==> config.mk <==
export PLATFORM = sky130hd
export DESIGN_NAME = candy_top
export DESIGN_NICKNAME = d
export VERILOG_FILES = /design/src/rtl/candy_pkg.sv /design/src/rtl/candy_seg7_decoder.sv /design/src/rtl/candy_top.sv
export SDC_FILE = /design/constraint.sdc
export NUM_CORES = 1
export LEC_CHECK = 0
export BUFFER_PORTS_ARGS = -buffer_cell sky130_fd_sc_hd__buf_2
export CELL_PAD_IN_SITES_DETAIL_PLACEMENT = 1
export CELL_PAD_IN_SITES_GLOBAL_PLACEMENT = 1
export CORE_AREA = 5 5 106 108
export CTS_BUF_LIST = sky130_fd_sc_hd__clkbuf_4
export DETAILED_ROUTE_END_ITERATION = 7
export DIE_AREA = 0 0 111 113
export PLACE_DENSITY = 0.92
export SYNTH_ARGS = -nofsm -noshare
export SYNTH_HDL_FRONTEND = slang
export SYNTH_SLANG_ARGS = --single-unit
==> constraint.sdc <==
create_clock -name clk -period 17.5 [get_ports clk]
set_input_delay 2.625 -clock clk [delete_from_list [all_inputs] [get_ports clk]]
set_output_delay 2.625 -clock clk [all_outputs]
set_load 0.02 [all_outputs]
==> src/rtl/candy_pkg.sv <==
// Shared constants, types and helpers for the candy vending machine.
package candy_pkg;

   localparam int NUM_ITEMS          = 5;
   localparam int CREDIT_W           = 7;
   localparam int DEFAULT_MAX_CREDIT = 99;

   // Item prices in 100-units, item 0 in the low slice; ascending so the highest affordable index is the dearest.
   localparam logic [NUM_ITEMS-1:0][CREDIT_W-1:0] PRICE = {7'd7, 7'd5, 7'd3, 7'd2, 7'd1};

   localparam int KEY_COIN100 = 0;
   localparam int KEY_COIN500 = 1;
   localparam int KEY_CHANGE  = 2;
   localparam int KEY_VEND    = 3;

   localparam logic [7:0] SEG_BLANK = 8'h00;

   typedef enum logic [2:0] {
      ACT_NONE,
      ACT_COIN100,
      ACT_COIN500,
      ACT_VEND,
      ACT_CHANGE
   } action_e;

   typedef struct packed {
      logic [3:0] tens;
      logic [3:0] ones;
   } bcd_t;

   // Repeated subtraction; credit never exceeds 99, so nine steps always suffice.
   function automatic bcd_t to_bcd(input logic [CREDIT_W-1:0] bin);
      logic [CREDIT_W-1:0] rem;
      bcd_t                r;
      rem    = bin;
      r.tens = 4'd0;
      for (int i = 0; i < 9; i++) begin
         if (rem >= 7'd10) begin
            rem    = rem - 7'd10;
            r.tens = r.tens + 4'd1;
         end
      end
      r.ones = 4'(rem);
      return r;
   endfunction

endpackage

==> src/rtl/candy_seg7_decoder.sv <==
// Decimal digit to 7-segment pattern {dp,g,f,e,d,c,b,a}, active-high, dp always off.
module candy_seg7_decoder
   import candy_pkg::*;
(
   input  logic [3:0] value,
   input  logic       blank,
   output logic [7:0] seg
);

   // NOTE: every always_comb output gets a default first so no path can infer a latch.
   always_comb begin
      seg = SEG_BLANK;
      if (!blank) begin
         case (value)
            4'd0:    seg = 8'h3F;
            4'd1:    seg = 8'h06;
            4'd2:    seg = 8'h5B;
            4'd3:    seg = 8'h4F;
            4'd4:    seg = 8'h66;
            4'd5:    seg = 8'h6D;
            4'd6:    seg = 8'h7D;
            4'd7:    seg = 8'h07;
            4'd8:    seg = 8'h7F;
            4'd9:    seg = 8'h6F;
            default: seg = SEG_BLANK;
         endcase
      end
   end

endmodule

==> src/rtl/candy_top.sv <==
// Candy vending machine: key edge detect, credit/purchase datapath and 8-digit scanned display.
module candy_top
   import candy_pkg::*;
#(
   parameter int SCAN_DIV   = 0,
   parameter int MAX_CREDIT = DEFAULT_MAX_CREDIT
) (
   input  logic       clk,
   input  logic       reset,
   input  logic [3:0] key_in,
   output logic [7:0] display_column,
   output logic [7:0] out,
   output logic [2:0] col,
   output logic [4:0] can_buy
);

   localparam logic [CREDIT_W:0] MAX_C = (CREDIT_W + 1)'(MAX_CREDIT);

   logic [3:0]          key_prev;
   logic [3:0]          key_edge;
   logic [CREDIT_W-1:0] credit;
   logic [2:0]          last_item;
   logic                scan_tick;
   action_e             action;
   logic                vend_ok;
   logic [2:0]          vend_idx;
   logic [CREDIT_W:0]   credit_add;
   bcd_t                credit_bcd;
   logic [3:0]          digit;
   logic                digit_blank;

   assign key_edge = key_in & ~key_prev;

   // Only the highest-priority edge acts; the rest of that cycle's edges are dropped.
   always_comb begin
      action = ACT_NONE;
      if (key_edge[KEY_CHANGE])       action = ACT_CHANGE;
      else if (key_edge[KEY_VEND])    action = ACT_VEND;
      else if (key_edge[KEY_COIN500]) action = ACT_COIN500;
      else if (key_edge[KEY_COIN100]) action = ACT_COIN100;
   end

   always_comb begin
      can_buy = '0;
      for (int i = 0; i < NUM_ITEMS; i++) can_buy[i] = (credit >= PRICE[i]);
   end

   always_comb begin
      vend_ok  = 1'b0;
      vend_idx = 3'd0;
      for (int i = 0; i < NUM_ITEMS; i++) begin
         if (can_buy[i]) begin
            vend_ok  = 1'b1;
            vend_idx = 3'(i);
         end
      end
   end

   assign credit_add = {1'b0, credit} + ((action == ACT_COIN500) ? 8'd5 : 8'd1);

   generate
      if (SCAN_DIV == 0) begin : g_scan_every_clk
         assign scan_tick = 1'b1;
      end else begin : g_scan_div
         logic [SCAN_DIV-1:0] scan_cnt;
         always_ff @(posedge clk) begin
            if (reset) scan_cnt <= '0;
            else       scan_cnt <= scan_cnt + SCAN_DIV'(1);
         end
         assign scan_tick = &scan_cnt;
      end
   endgenerate

   // NOTE: registers use <= so every flop samples pre-edge values, independent of statement order.
   always_ff @(posedge clk) begin
      if (reset) begin
         key_prev  <= '0;
         credit    <= '0;
         last_item <= '0;
         col       <= '0;
      end else begin
         key_prev <= key_in;
         if (scan_tick) col <= col + 3'd1;
         case (action)
            ACT_CHANGE: begin
               credit    <= '0;
               last_item <= '0;
            end
            ACT_VEND: begin
               if (vend_ok) begin
                  credit    <= credit - PRICE[vend_idx];
                  last_item <= vend_idx + 3'd1;
               end
            end
            ACT_COIN100, ACT_COIN500: begin
               if (credit_add <= MAX_C) credit <= credit_add[CREDIT_W-1:0];
            end
            default: ;
         endcase
      end
   end

   assign credit_bcd     = to_bcd(credit);
   assign display_column = 8'b1 << col;

   always_comb begin
      digit       = 4'd0;
      digit_blank = 1'b1;
      case (col)
         3'd0, 3'd1: digit_blank = 1'b0;
         3'd2: begin
            digit       = credit_bcd.ones;
            digit_blank = 1'b0;
         end
         3'd3: begin
            digit       = credit_bcd.tens;
            digit_blank = (credit_bcd.tens == 4'd0);
         end
         3'd7: begin
            digit       = {1'b0, last_item};
            digit_blank = (last_item == 3'd0);
         end
         default: ;
      endcase
   end

   candy_seg7_decoder u_seg7 (
      .value (digit),
      .blank (digit_blank),
      .seg   (out)
   );

endmodule

==> tab_implementation.tex <==
\begin{tabular}{lr}
\hline
Metric & Value \\
\hline
\multicolumn{2}{l}{\textbf{Outcome}} \\
Status & finished, final reports clean \\
\multicolumn{2}{l}{\textbf{Logic synthesis}} \\
Ranking of synthesized cells by area & ha\_1 (11\%), dfxtp\_1 (7.3\%), nor2\_1 (4.7\%) \\
Dominant combinational cell family by area after synthesis & compound AO/OA/AOI/OAI gates \\
Synth Area in Adders & 11.38\% \\
Mux contribution to synthesized area & 4.115\% \\
Number of enable flip-flop cells after synthesis & 0 \\
Syn Inst Count & 642 \\
Count of synthesis-stage warnings from yosys & 0 \\
Mean cell area of the mapped netlist & 7.293 µm² \\
Largest area contributor in the synthesized netlist & ha\_1 \\
Primary flip-flop cell chosen by synthesis mapping & dfxtp\_1 \\
Synthesized-area fraction occupied by xor and xnor cells & 6.467\% \\
Synth Cell Area & 4682 µm² \\
Compound-Gate Fraction of Synth Area & a little over a third \\
Fraction of post-synthesis cell area in the top cell type by area & between 10\% and 20\% \\
Share of async-settable or async-resettable flops after synthesis & 0\% \\
Seq/Total Area, Yosys & 7.269\% \\
Syn\_nets & 690 \\
Post-synthesis share of cell area spent on and, or, nand and nor gates & 28.54\% \\
Yosys reg bits & 17 \\
Post-synthesis cell type count & 100 \\
\multicolumn{2}{l}{\textbf{Timing}} \\
Clock skew & 0.004060 ns \\
Worst rel slew slack & 22.20\% \\
Fin worst setup slack & 0.8023 ns \\
Achievable Freq & approximately 60 MHz \\
Time the worst path needs with I/O delays and setup & $\sim$17 ns \\
Portion of the clock cycle consumed by the worst path in the final layout & 95.42\% \\
Final hold violation count & 0 \\
Number of failing setup endpoints in the final timing report & 0 \\
Worst Tran Pin Value & approximately 1.1 ns \\
Number of max-slew violations in the final report & 0 \\
\multicolumn{2}{l}{\textbf{Floorplanning}} \\
Overall die area & $\sim$13000 µm² \\
Die H & about 110 µm \\
Std-Cell Rows & 37 \\
I/O pin count & 30 \\
Core region area & 10140 µm² \\
Width of the die & 111 µm \\
Initial Utilization & between 40\% and 50\% \\
\multicolumn{2}{l}{\textbf{Worst setup path}} \\
Cell at the slowest stage of the critical path & dfxtp\_2 \\
Startpoint kind of the worst setup timing path & register \\
Critical path class & reg -> out \\
Slowest stage delay, CP & 0.46 ns \\
CP Data Required Time & 14.88 ns \\
Cell occurring most often along the worst timing path & ha\_1 \\
Peak fanout along the critical path & 11 \\
Endpoint arrival time on the critical path & 14.07 ns \\
Category of the worst setup path capture point & primary output \\
\multicolumn{2}{l}{\textbf{Finish}} \\
Final Cell Area & approximately 5000 µm² \\
Final std cells w/o fill & approximately 800 \\
Final net count & 716 \\
Synth-to-layout area growth & 8.685\% \\
Number of inserted diodes & 0 \\
Commonest cells after routing, fill and taps aside & nand2\_1 (57), nor2\_1 (57), inv\_1 (41) \\
Share of post-route cells with drive strength above 1 & roughly 18\% \\
\multicolumn{2}{l}{\textbf{Detailed routing}} \\
Post-detailed-route via-to-cell ratio & 6.466 \\
Iteration-0 DRC count of the detailed router & 182 \\
Final ANT Viol Nets & 0 \\
Total detailed-routing wirelength & 16020 µm \\
DR pass1 iterations & 4 \\
Routed wire per std cell & 19.94 µm \\
DRC violations left & 0 \\
Via count & 5192 \\
\multicolumn{2}{l}{\textbf{Global routing}} \\
Pin count of the biggest net entering global routing & 21 \\
Aggregate global routing overflow & 0 \\
Number of global-route vias before repair & 5465 \\
Global-route wire length before repair & 26510 µm \\
Initial antenna violation count & 0 \\
Global router's overall resource usage & 24.40\% \\
\multicolumn{2}{l}{\textbf{CTS}} \\
Root cell of the clock tree & clkbuf\_4 \\
Clock H-tree levels & 1 \\
Count of clock tree sinks & 17 \\
Insertion delay to the later sink of the worst-skew pair & 0.30 ns \\
Hold-fix buffer count after cts & 0 \\
Clock buffer count from CTS & 3 \\
Clock tree from TritonCTS & yes \\
Max Root-Sink Buffers & 2 \\
Clock-pin slew on the worst setup and hold paths & 0.11 ns \\
\multicolumn{2}{l}{\textbf{Place}} \\
Final RePlAce weighted congestion & 0.9085 \\
Place WS & 0.2454 ns \\
IO Port Bufs & 28 \\
Final HPWL DP & 12510 µm \\
Placed cell count & 790 \\
Area of placed instances & about 5000 µm² \\
\multicolumn{2}{l}{\textbf{Min path}} \\
Min-Delay Path Class & reg -> reg \\
\multicolumn{2}{l}{\textbf{Job}} \\
Count of maximum capacitance violations & 0 \\
\hline
\end{tabular}
routing by layer:
layer  track usage (%)  vias up  routed length, µm
met5                 0        -                  0
met4             6.732        0                360
met3             1.176       37                499
met2             46.52      119               8335
met1             29.72     2569               6818
li1                  -     2467                  -
sequential cells by signal, summed over array words and instances, names as in the netlist:
signal	cells
key_prev	4
credit	7
last_item	3
col	3
worst paths after layout:
check | startpoint | endpoint | slack, ns | depth (start not counted)
min reg2reg | col[0] | col[0] | 0.53 | 1
min | col[0] | col[0] | 0.53 | 1
max | credit[2] | out[5] | 0.80 | 68
max reg2reg | credit[3] | credit[6] | 12.86 | 14
logic make-up (layout without fill, tap and decap cells):
logic type	Yosys count	after routing
simple gates	251	251
compound gates	216	216
buf+inv	66	91
fa+ha+maj	42	42
xor+xnor	32	32
mux	17	17
flops	17	17
other cells	1	1
Yosys cell counts, types with 9 or more instances:
cell	instances
nor4_1	9
nand2_1	57
dfxtp_1	17
nor2b_1	18
and2_1	12
o21ai_0	29
xor2_1	9
a21oi_1	37
nand3_1	20
nor3_1	22
xnor2_1	21
nor2_1	59
ha_1	41
a211oi_1	10
inv_1	41
o21ai_1	13
o21a_1	9
per-stage QoR:
step | hold slack, ns | utilization, % | TNS (ns)
2_1_floorplan | 0.4826 | - | 0
3_3_place_gp | 0.4917 | 48.48 | 0
3_5_place_dp | 0.5109 | 48.48 | 0
4_1_cts | 0.5393 | 48.78 | 0
5_1_grt | 0.5799 | 50.19 | -0.2975
6_report | 0.5308 | 50.19 | 0
layout make-up:
type	count	area, µm²
fill	1311	5050
multi-input combinational	559	4128
sequential	17	341.6
timing repair buffer	44	260.3
tap	136	170.2
inverter	43	161.4
clock buffer	3	22.52
clock inverter	1	5.005
worst max-delay path, delay by kind of cell, from the launching register on:
family | cells | cell delay (ns)
and+or+nand+nor | 24 | 4.70
AOI/OAI and AO/OA | 21 | 4.58
adders and majority gates | 10 | 2.01
buffers and inverters | 10 | 1.26
DFF | 1 | 0.46
xor gates and xnor gates | 2 | 0.46
muxes | 1 | 0.30
repair_timing:
item                       CTS  global route
pin swaps                    0             3
resized for setup            1            21
setup endpoints to repair    2             7
setup buffers                0             9
Power is left out: the tool's default activity adds up to more than one toggle a clock period on the data nets, which glitch-free logic cannot reach.
